## config.mk

```make
export PLATFORM = sky130hd
export DESIGN_NAME = hazard_scoreboard
export DESIGN_NICKNAME = d
export VERILOG_FILES = /design/src/rtl/hazard_scoreboard_pkg.sv /design/src/rtl/hazard_entry_pipe.sv /design/src/rtl/hazard_scoreboard.sv
export SDC_FILE = /design/constraint.sdc
export NUM_CORES = 1
export LEC_CHECK = 0
export BUFFER_PORTS_ARGS = -buffer_cell sky130_fd_sc_hd__buf_4
export CAP_MARGIN = 5
export CORE_MARGIN = 5
export CORE_UTILIZATION = 30
export CTS_BUF_LIST = sky130_fd_sc_hd__clkbuf_8
export DETAILED_ROUTE_END_ITERATION = 7
export HOLD_SLACK_MARGIN = 0.15
export PLACE_DENSITY = 0.5
export SLEW_MARGIN = 20
export SYNTH_ARGS = -nofsm -noshare
export SYNTH_HDL_FRONTEND = slang
export SYNTH_SLANG_ARGS = --single-unit
```

## constraint.sdc

```tcl
create_clock -name clk -period 4.57 [get_ports clk]
set_input_delay 0.6855 -clock clk [delete_from_list [all_inputs] [get_ports clk]]
set_output_delay 0.6855 -clock clk [all_outputs]
set_load 0.01 [all_outputs]
```

## src/rtl/hazard_scoreboard_pkg.sv

```systemverilog
// Shared encodings for the decode-stage hazard scoreboard: result timing,
// multiply/divide start codes and CP0 register numbers.
package hazard_scoreboard_pkg;

    localparam int DEF_AW = 5;
    localparam int DEF_TW = 2;

    // Cycles from entering E until the result is available.
    localparam logic [DEF_TW-1:0] RES_NONE = 2'd0;
    localparam logic [DEF_TW-1:0] RES_ALU  = 2'd1;
    localparam logic [DEF_TW-1:0] RES_DM   = 2'd2;

    localparam logic [DEF_TW-1:0] TUSE_NONE = {DEF_TW{1'b1}};

    typedef enum logic [1:0] {
        MD_NONE = 2'b00,
        MD_MULT = 2'b01,
        MD_DIV  = 2'b10
    } md_start_e;

    localparam logic [DEF_AW-1:0] CP0_EPC = 5'd14;

    // Forward-select width: one code per tracked stage plus the register file.
    function automatic int sel_width(input int nstage);
        return (nstage < 1) ? 1 : $clog2(nstage + 1);
    endfunction

endpackage

```

## src/rtl/hazard_entry_pipe.sv

```systemverilog
// Purpose: shift register of in-flight writes (valid, addr, tnew, epc), one slot per post-decode stage.
// Latency: a slot loaded at an edge is visible as stage 1 the following cycle; tnew counts down per stage.
// Backpressure: none; the pipe always advances, the caller inserts bubbles by dropping load_valid.
module hazard_entry_pipe #(
    parameter int NSTAGE = 3,
    parameter int AW     = 5,
    parameter int TW     = 2
) (
    input  logic                         clk,
    input  logic                         reset,
    input  logic                         load_valid,
    input  logic [AW-1:0]                load_addr,
    input  logic [TW-1:0]                load_tnew,
    input  logic                         load_epc,
    output logic [NSTAGE-1:0]            ent_valid,
    output logic [NSTAGE-1:0][AW-1:0]    ent_addr,
    output logic [NSTAGE-1:0][TW-1:0]    ent_tnew,
    output logic [NSTAGE-1:0]            ent_epc
);

    always_ff @(posedge clk) begin
        if (reset) begin
            ent_valid <= '0;
            ent_addr  <= '0;
            ent_tnew  <= '0;
            ent_epc   <= '0;
        end else begin
            // Bubbles carry zeroed fields so a stale address can never look live.
            ent_valid[0] <= load_valid;
            ent_addr[0]  <= load_valid ? load_addr : '0;
            ent_tnew[0]  <= load_valid ? load_tnew : '0;
            ent_epc[0]   <= load_valid & load_epc;
            for (int k = 1; k < NSTAGE; k++) begin
                ent_valid[k] <= ent_valid[k-1];
                ent_addr[k]  <= ent_addr[k-1];
                ent_tnew[k]  <= (ent_tnew[k-1] == '0) ? '0 : ent_tnew[k-1] - 1'b1;
                ent_epc[k]   <= ent_epc[k-1];
            end
        end
    end

endmodule

```

## src/rtl/hazard_scoreboard.sv

```systemverilog
// Purpose: decode-stage interlock; register RAW stall, forward selects, MD busy and EPC->eret interlock.
// Latency: stall and forward selects are combinational from current entries and D inputs.
// Backpressure: stall freezes F/D and bubbles E; flush always wins and also inserts a bubble.
module hazard_scoreboard
    import hazard_scoreboard_pkg::*;
#(
    parameter int NSTAGE       = 3,
    parameter int AW           = 5,
    parameter int TW           = 2,
    parameter int MULT_LAT     = 5,
    parameter int DIV_LAT      = 10,
    parameter int CP0_WB_STAGE = 2
) (
    input  logic                                clk,
    input  logic                                reset,
    input  logic                                d_valid,
    input  logic [AW-1:0]                       d_rs_addr,
    input  logic [AW-1:0]                       d_rt_addr,
    input  logic [TW-1:0]                       d_tuse_rs,
    input  logic [TW-1:0]                       d_tuse_rt,
    input  logic [AW-1:0]                       d_wr_addr,
    input  logic [TW-1:0]                       d_tnew,
    input  logic                                d_md_use,
    input  logic [1:0]                          d_md_start,
    input  logic                                d_mtc0_epc,
    input  logic                                d_eret,
    input  logic                                flush,
    output logic                                stall,
    output logic [sel_width(NSTAGE)-1:0]        fwd_rs_sel,
    output logic [sel_width(NSTAGE)-1:0]        fwd_rt_sel,
    output logic                                md_busy
);

    localparam int SW      = sel_width(NSTAGE);
    localparam int MD_MAX  = (MULT_LAT > DIV_LAT) ? MULT_LAT : DIV_LAT;
    localparam int MDW     = $clog2(MD_MAX + 1);
    localparam logic [TW-1:0] TUSE_ALL = {TW{1'b1}};

    // Stages strictly before the CP0 write stage still hold an uncommitted EPC write.
    function automatic logic [NSTAGE-1:0] epc_window();
        logic [NSTAGE-1:0] m;
        m = '0;
        for (int k = 0; k < NSTAGE; k++) begin
            if (k < CP0_WB_STAGE - 1) m[k] = 1'b1;
        end
        return m;
    endfunction

    localparam logic [NSTAGE-1:0] EPC_MASK = epc_window();

    logic [NSTAGE-1:0]         ent_valid;
    logic [NSTAGE-1:0][AW-1:0] ent_addr;
    logic [NSTAGE-1:0][TW-1:0] ent_tnew;
    logic [NSTAGE-1:0]         ent_epc;

    logic                      load_valid;
    md_start_e                 s1_md;
    logic [MDW-1:0]            md_cnt;

    logic                      rs_hit, rt_hit;
    logic [SW-1:0]             rs_stage, rt_stage;
    logic [TW-1:0]             rs_tnew, rt_tnew;
    logic                      rs_stall, rt_stall, md_stall, cp0_stall;

    assign load_valid = d_valid & ~stall & ~flush;

    hazard_entry_pipe #(
        .NSTAGE (NSTAGE),
        .AW     (AW),
        .TW     (TW)
    ) u_pipe (
        .clk        (clk),
        .reset      (reset),
        .load_valid (load_valid),
        .load_addr  (d_wr_addr),
        .load_tnew  (d_tnew),
        .load_epc   (d_mtc0_epc),
        .ent_valid  (ent_valid),
        .ent_addr   (ent_addr),
        .ent_tnew   (ent_tnew),
        .ent_epc    (ent_epc)
    );

    // Scanning oldest to youngest lets the youngest match overwrite and shadow older ones.
    always_comb begin
        rs_hit   = 1'b0;
        rs_stage = '0;
        rs_tnew  = '0;
        rt_hit   = 1'b0;
        rt_stage = '0;
        rt_tnew  = '0;
        for (int k = NSTAGE - 1; k >= 0; k--) begin
            if (ent_valid[k] && ent_addr[k] != '0 && ent_addr[k] == d_rs_addr) begin
                rs_hit   = 1'b1;
                rs_stage = SW'(k + 1);
                rs_tnew  = ent_tnew[k];
            end
            if (ent_valid[k] && ent_addr[k] != '0 && ent_addr[k] == d_rt_addr) begin
                rt_hit   = 1'b1;
                rt_stage = SW'(k + 1);
                rt_tnew  = ent_tnew[k];
            end
        end
    end

    assign rs_stall   = rs_hit && (d_tuse_rs != TUSE_ALL) && (rs_tnew > d_tuse_rs);
    assign rt_stall   = rt_hit && (d_tuse_rt != TUSE_ALL) && (rt_tnew > d_tuse_rt);
    assign fwd_rs_sel = (rs_hit && rs_tnew == '0) ? rs_stage : '0;
    assign fwd_rt_sel = (rt_hit && rt_tnew == '0) ? rt_stage : '0;

    assign md_busy   = (md_cnt != '0);
    assign md_stall  = d_md_use & (md_busy | (s1_md != MD_NONE));
    assign cp0_stall = d_eret & (|(ent_valid & ent_epc & EPC_MASK));
    assign stall     = d_valid & (rs_stall | rt_stall | md_stall | cp0_stall);

    // The counter loads from the start now sitting in E, so a reload overrides any residual count.
    always_ff @(posedge clk) begin
        if (reset) begin
            s1_md  <= MD_NONE;
            md_cnt <= '0;
        end else begin
            if (!load_valid)
                s1_md <= MD_NONE;
            else if (d_md_start == MD_MULT)
                s1_md <= MD_MULT;
            else if (d_md_start == MD_DIV)
                s1_md <= MD_DIV;
            else
                s1_md <= MD_NONE;

            if (s1_md == MD_MULT)
                md_cnt <= MDW'(MULT_LAT);
            else if (s1_md == MD_DIV)
                md_cnt <= MDW'(DIV_LAT);
            else if (md_cnt != '0)
                md_cnt <= md_cnt - 1'b1;
        end
    end

endmodule

```

-- Word-level counts from Yosys, hierarchy flattened
Index checks and enable logic that the tools add are counted.
- add/sub/neg operators: 3
- $lt $le $gt $ge: 2
- equal/unequal tests: 12
- mux-type cells: 25
- bitwise logic cells: 14
- reductions and logical operators: 31
- operators by type and width (cell ; count):
    5-bit equality test ; 6
    2-bit two-way mux ; 15
    1-bit logical AND ; 15
    5-bit nonzero test ; 3
    2-bit logical NOT ; 4
    4-bit two-way mux ; 2
    2-bit OR reduction ; 4
    1-bit AND ; 7
    1-bit two-way mux ; 7
    2-bit by 1-bit equality test with 1-bit output, second input constant ; 2
    2-bit equality test, second input constant ; 2
    2-bit greater-than comparator ; 2
    2-bit != test, second input constant ; 2
    1-bit OR ; 4
    2-bit nonzero test ; 2
    4-bit nonzero test ; 1
    2-bit by 1-bit subtractor with 2-bit output, second input constant ; 2
    4-bit by 1-bit subtractor with 4-bit output, second input constant ; 1
    3-bit two-way mux ; 1
    1-bit inverter ; 3
    3-bit nonzero test ; 1
    3-bit OR reduction ; 1
- register bits: 31
- input port bits: 30
- output and inout bits: 6
- logic and storage cells: 99

-- Logic depth before layout (Yosys ltp)
- word-level depth: 17
- depth in mapped cells: 13
- depth with buffers taken out: 11

-- Modules after synthesis
A second synthesis with hierarchy kept.
- cells, all modules: 213
- area, all modules: 1856.8 um^2
- by module, submodules not included (module ; times used ; cells each ; area each (um^2) ; seq. area each (um^2)):
    hazard_scoreboard ; 1 ; 151 ; 1079.8 ; 120.1
    hazard_entry_pipe ; 1 ; 62 ; 777.0 ; 540.5

-- Worst setup path after synthesis
No wires, ideal clock.
- path type: input-to-output
- start point: input port d_rt_addr[3]
- end point: output port stall
- arrival: 2.664 ns
- required time: 3.885 ns
- path slack: 1.221 ns
- stages: 11
- path buffers: 1
- cell sequence: xor2_1 > a211oi_1 > and2_1 > clkbuf_1 > o211ai_1 > and2_1 > ha_1 > a21oi_1 > a221oi_1 > o31a_1 > o31a_1
- word-level cells in the longest chain between the ends: 11
- elaborated cells on any way between the ends: 19
- those cells by class: 1 x order compare; 3 x eq/ne; 6 x mux; 4 x bitwise; 5 x reduce/logical
- RTL lines (item ; line ; text):
    from (decl) ; hazard_scoreboard.sv:18 ; input logic [AW-1:0] d_rt_addr,
    5-bit equality test ; hazard_scoreboard.sv:98 ; if (ent_valid[k] && ent_addr[k] != '0 && ent_addr[k] == d_rt_addr) begin
    1-bit logical AND ; hazard_scoreboard.sv:98 ;
    2-bit two-way mux or 1-bit two-way mux (tied branches) (3 in a row) ; hazard_scoreboard.sv:98 ;
    2-bit greater-than comparator or 1-bit logical AND (tied branches) ; hazard_scoreboard.sv:107 ; assign rt_stall = rt_hit && (d_tuse_rt != TUSE_ALL) && (rt_tnew > d_tuse_rt);
    1-bit logical AND * ; hazard_scoreboard.sv:107 ;
    1-bit OR * (3 in a row) ; hazard_scoreboard.sv:114 ; assign stall = d_valid & (rs_stall | rt_stall | md_stall | cp0_stall);
    1-bit AND * ; hazard_scoreboard.sv:114 ;
    to (decl) ; hazard_scoreboard.sv:28 ; output logic stall,
Mark *: on every way between the ends. The rest lies on a longest branch, timed or not.

-- Worst setup path in the final report
Ends and elaborated chain as after synthesis.

==> impl_metrics.yaml <==
run_status:
  status: "completed"
routing:
  drt-initial-drc-count: 110
  wl_mm: 4.41
  drc: 0
  vias_per_cell: 4.84
  drtPass1Iterations: 4
  vias: 1593
  final_antenna_net_count: 0
  avgRoutedWirePerCell_um: 13.4
timing:
  finalCritPeriodShare: 0.814
  slew_headroom: 0.551
  whs_ps: 432
  rsz0062_at_grt: "false"
  post-route-min-period_ps: 3720
  setup_viol: 0
  final.setup_skew_ps: 8.35
  max_freq_ghz: 0.269
  drv_slew: 0
  final_hold_viol_count: 0
  worstMarginPinSlew_ps: 673
  tns_ps: 0
clocking:
  cts_max_path_buffers: 2
  cts.reportedPaths.clkPinSlew_ps: 70
  post_cts_buffers: 0
  clk_latency_ps: 280
  cts_hold_buf: 0
  post_cts_resized: 0
  cts_tree: "yes"
  cts.htree.levels: 2
  cts_buffers: 5
  cts_sinks: 31
  root_buffer: "clkbuf_8"
finish:
  final_common_cell: "buf_4"
  area_delta_synth_final_pct: 22.6
  drive_gt1_frac: 0.230
  nFillCells: 665
  antenna_cells: 0
  final_cell_mix: "37 x buf_4, 31 x dfxtp_1, 23 x nand2_1, 17 x xnor2_1, 15 x xor2_1"
  nets: 289
worst_setup_path:
  crit_path_start_kind: "input port"
  crit_arrival_ps: 3040
  cp.buffers_inverters: 2
  slowest_delay_ps: 390
  path_max_fanout: 7
  path_class: "input port to output pin"
  cp-end-kind: "output pin"
  crit_family: "compound AO/OA/AOI/OAI gates"
  slowest_stage: "a211oi_1"
  cp_cell_sequence: "buf_4 > xor2_1 > a211oi_1 > and2_1 > o211ai_1 > and2_1 > ha_1 > a21oi_1 > a221oi_1 > o31a_1 > o31a_1 > buf_4"
  critPathRequiredTime_ps: 3880
yosys:
  yosysTopAreaCell: "dfxtp_1"
  seq_area_frac_synth: 0.328
  ys_seq_elements: 31
  syn_avg_cell_area_um2: 8.80
  yosysWarningCount: 0
  syn_nets: 253
  netlist_area_um2: 1890
  synth_cell_type_count: 36
  synth_area_leaders: "dfxtp_1 33%, xnor2_1 7.9%, xor2_1 6.9%"
  netlist_instances: 215
  synth_top_area_frac: 0.328
worst_hold_path:
  min_path_type: "flip-flop to flip-flop"
global_routing:
  grt_pass1_vias: 1537
  antenna_found_initial: 0
  grt_pass1_wl_mm: 7.40
  grt_overflow: 0
  grt_max_degree: 22
  grtUsageTotal: 0.118
pwr:
  power.density_nw_per_um2: 317
  irDropWorstVdd_mv: 0.121
  p_leak_nw: 0.903
  power.total_uw: 736
flow_run:
  cap_violations: 0
floorplanning:
  die_h_um: 89.4
  start_util: 0.303
  rows: 29
  fp.dieW_um: 89.4
  io_pins: 36
  core_um2: 6240
  fp.dieArea_um2: 7990
placed_design:
  numPortBuffers: 35
  globalplace.congestion: 0.921
  hpwl_mm: 3.65
-- cell type report --
| class | instances | area (µm²) | area share |
|---|---|---|---|
| multi-input combinational | 164 | 1190 | 0.513 |
| sequential | 31 | 621 | 0.268 |
| timing repair buffer | 37 | 278 | 0.120 |
| tap | 77 | 96.3 | 0.0416 |
| clock buffer | 5 | 68.8 | 0.0297 |
| inverter | 12 | 45.0 | 0.0194 |
| clock inverter | 3 | 20.0 | 0.00863 |
-- cell usage after synthesis --
| cell | n |
|---|---|
| dfxtp_1 | 31 |
| nand2_1 | 23 |
| xnor2_1 | 17 |
| xor2_1 | 15 |
| inv_1 | 12 |
| nor2b_1 | 11 |
| nor3_1 | 10 |
| nor4_2 | 10 |
| ha_1 | 8 |
| nor2_1 | 8 |
| a21oi_1 | 6 |
| clkbuf_1 | 6 |
| nand3_1 | 6 |
| o211ai_1 | 5 |
| and2_1 | 4 |
| and4_1 | 4 |
| o21ai_0 | 4 |
| or3_1 | 4 |
| nand2b_1 | 3 |
| nand4b_1 | 3 |
| nor4_1 | 3 |
| o31a_1 | 3 |
| a211oi_1 | 2 |
| a221oi_1 | 2 |
| a222oi_1 | 2 |
| nand3b_1 | 2 |
| nand4_1 | 2 |
| a32o_1 | 1 |
| buf_4 | 1 |
| buf_6 | 1 |
| maj3_1 | 1 |
| nor2_2 | 1 |
| nor3b_1 | 1 |
| nor4_4 | 1 |
| nor4b_1 | 1 |
| or4_1 | 1 |
-- stage by stage --
step / instance area, µm² / worst slack, ps / util / instances
4_1_cts: 2310 / 848 / 0.371 / 329
3_5_place_dp: 2220 / 861 / 0.356 / 321
2_1_floorplan: 1890 / 1220 / - / 215
6_report: 2320 / 849 / 0.371 / 329
5_1_grt: 2320 / 673 / 0.371 / 329
3_3_place_gp: 2220 / 869 / 0.356 / 321
-- power by group --
group | switching, mW | leakage [nW] | internal, mW | total [mW]
Clock | 0.103 | 0.0402 | 0.106 | 0.209
Sequential | 0.0180 | 0.252 | 0.294 | 0.312
Combinational | 0.114 | 0.611 | 0.102 | 0.216
-- metal layers --
layer	part of all wire	global-route usage
met5	0	0
met1	0.51	0.176
met4	0.0070	0.0325
met3	0.063	0.0249
met2	0.41	0.169
-- worst reg2reg max path: cells and delay by family, from the launching register on --
family                     cells  cell delay, ps
buffers and inverters          1             240
adders and majority gates      1             290
DFF                            1             450
AOI/OAI and AO/OA              5            1060
and+or+nand+nor                4             630
-- path summary, 6_finish.rpt --
kind | cells after the start | from | to | slack (ps)
hold / removal | 1 | u_pipe.ent_tnew[0] | u_pipe.ent_tnew[2] | 430
setup / recovery | 12 | d_rt_addr[3] | stall | 850
hold reg to reg | 1 | u_pipe.ent_tnew[0] | u_pipe.ent_tnew[2] | 430
setup reg to reg | 11 | u_pipe.ent_addr[8] | u_pipe.ent_valid[0] | 1740
-- cells by family after synthesis --
kind of cell | share of synthesized area
AO/OA/AOI/OAI | 0.0933
XOR/XNOR | 0.148
adder cells (fa/ha/maj) | 0.0582
buffers and inverters | 0.0456
flip-flops | 0.328
AND/OR/NAND/NOR | 0.327
-- state kept, by name, indices dropped and copies added (netlist names) --
register	flops
u_pipe.ent_tnew	6
md_cnt	4
s1_md	2
u_pipe.ent_epc	1
u_pipe.ent_valid	3
u_pipe.ent_addr	15
No activity file was read; power rests on OpenSTA's default activity.
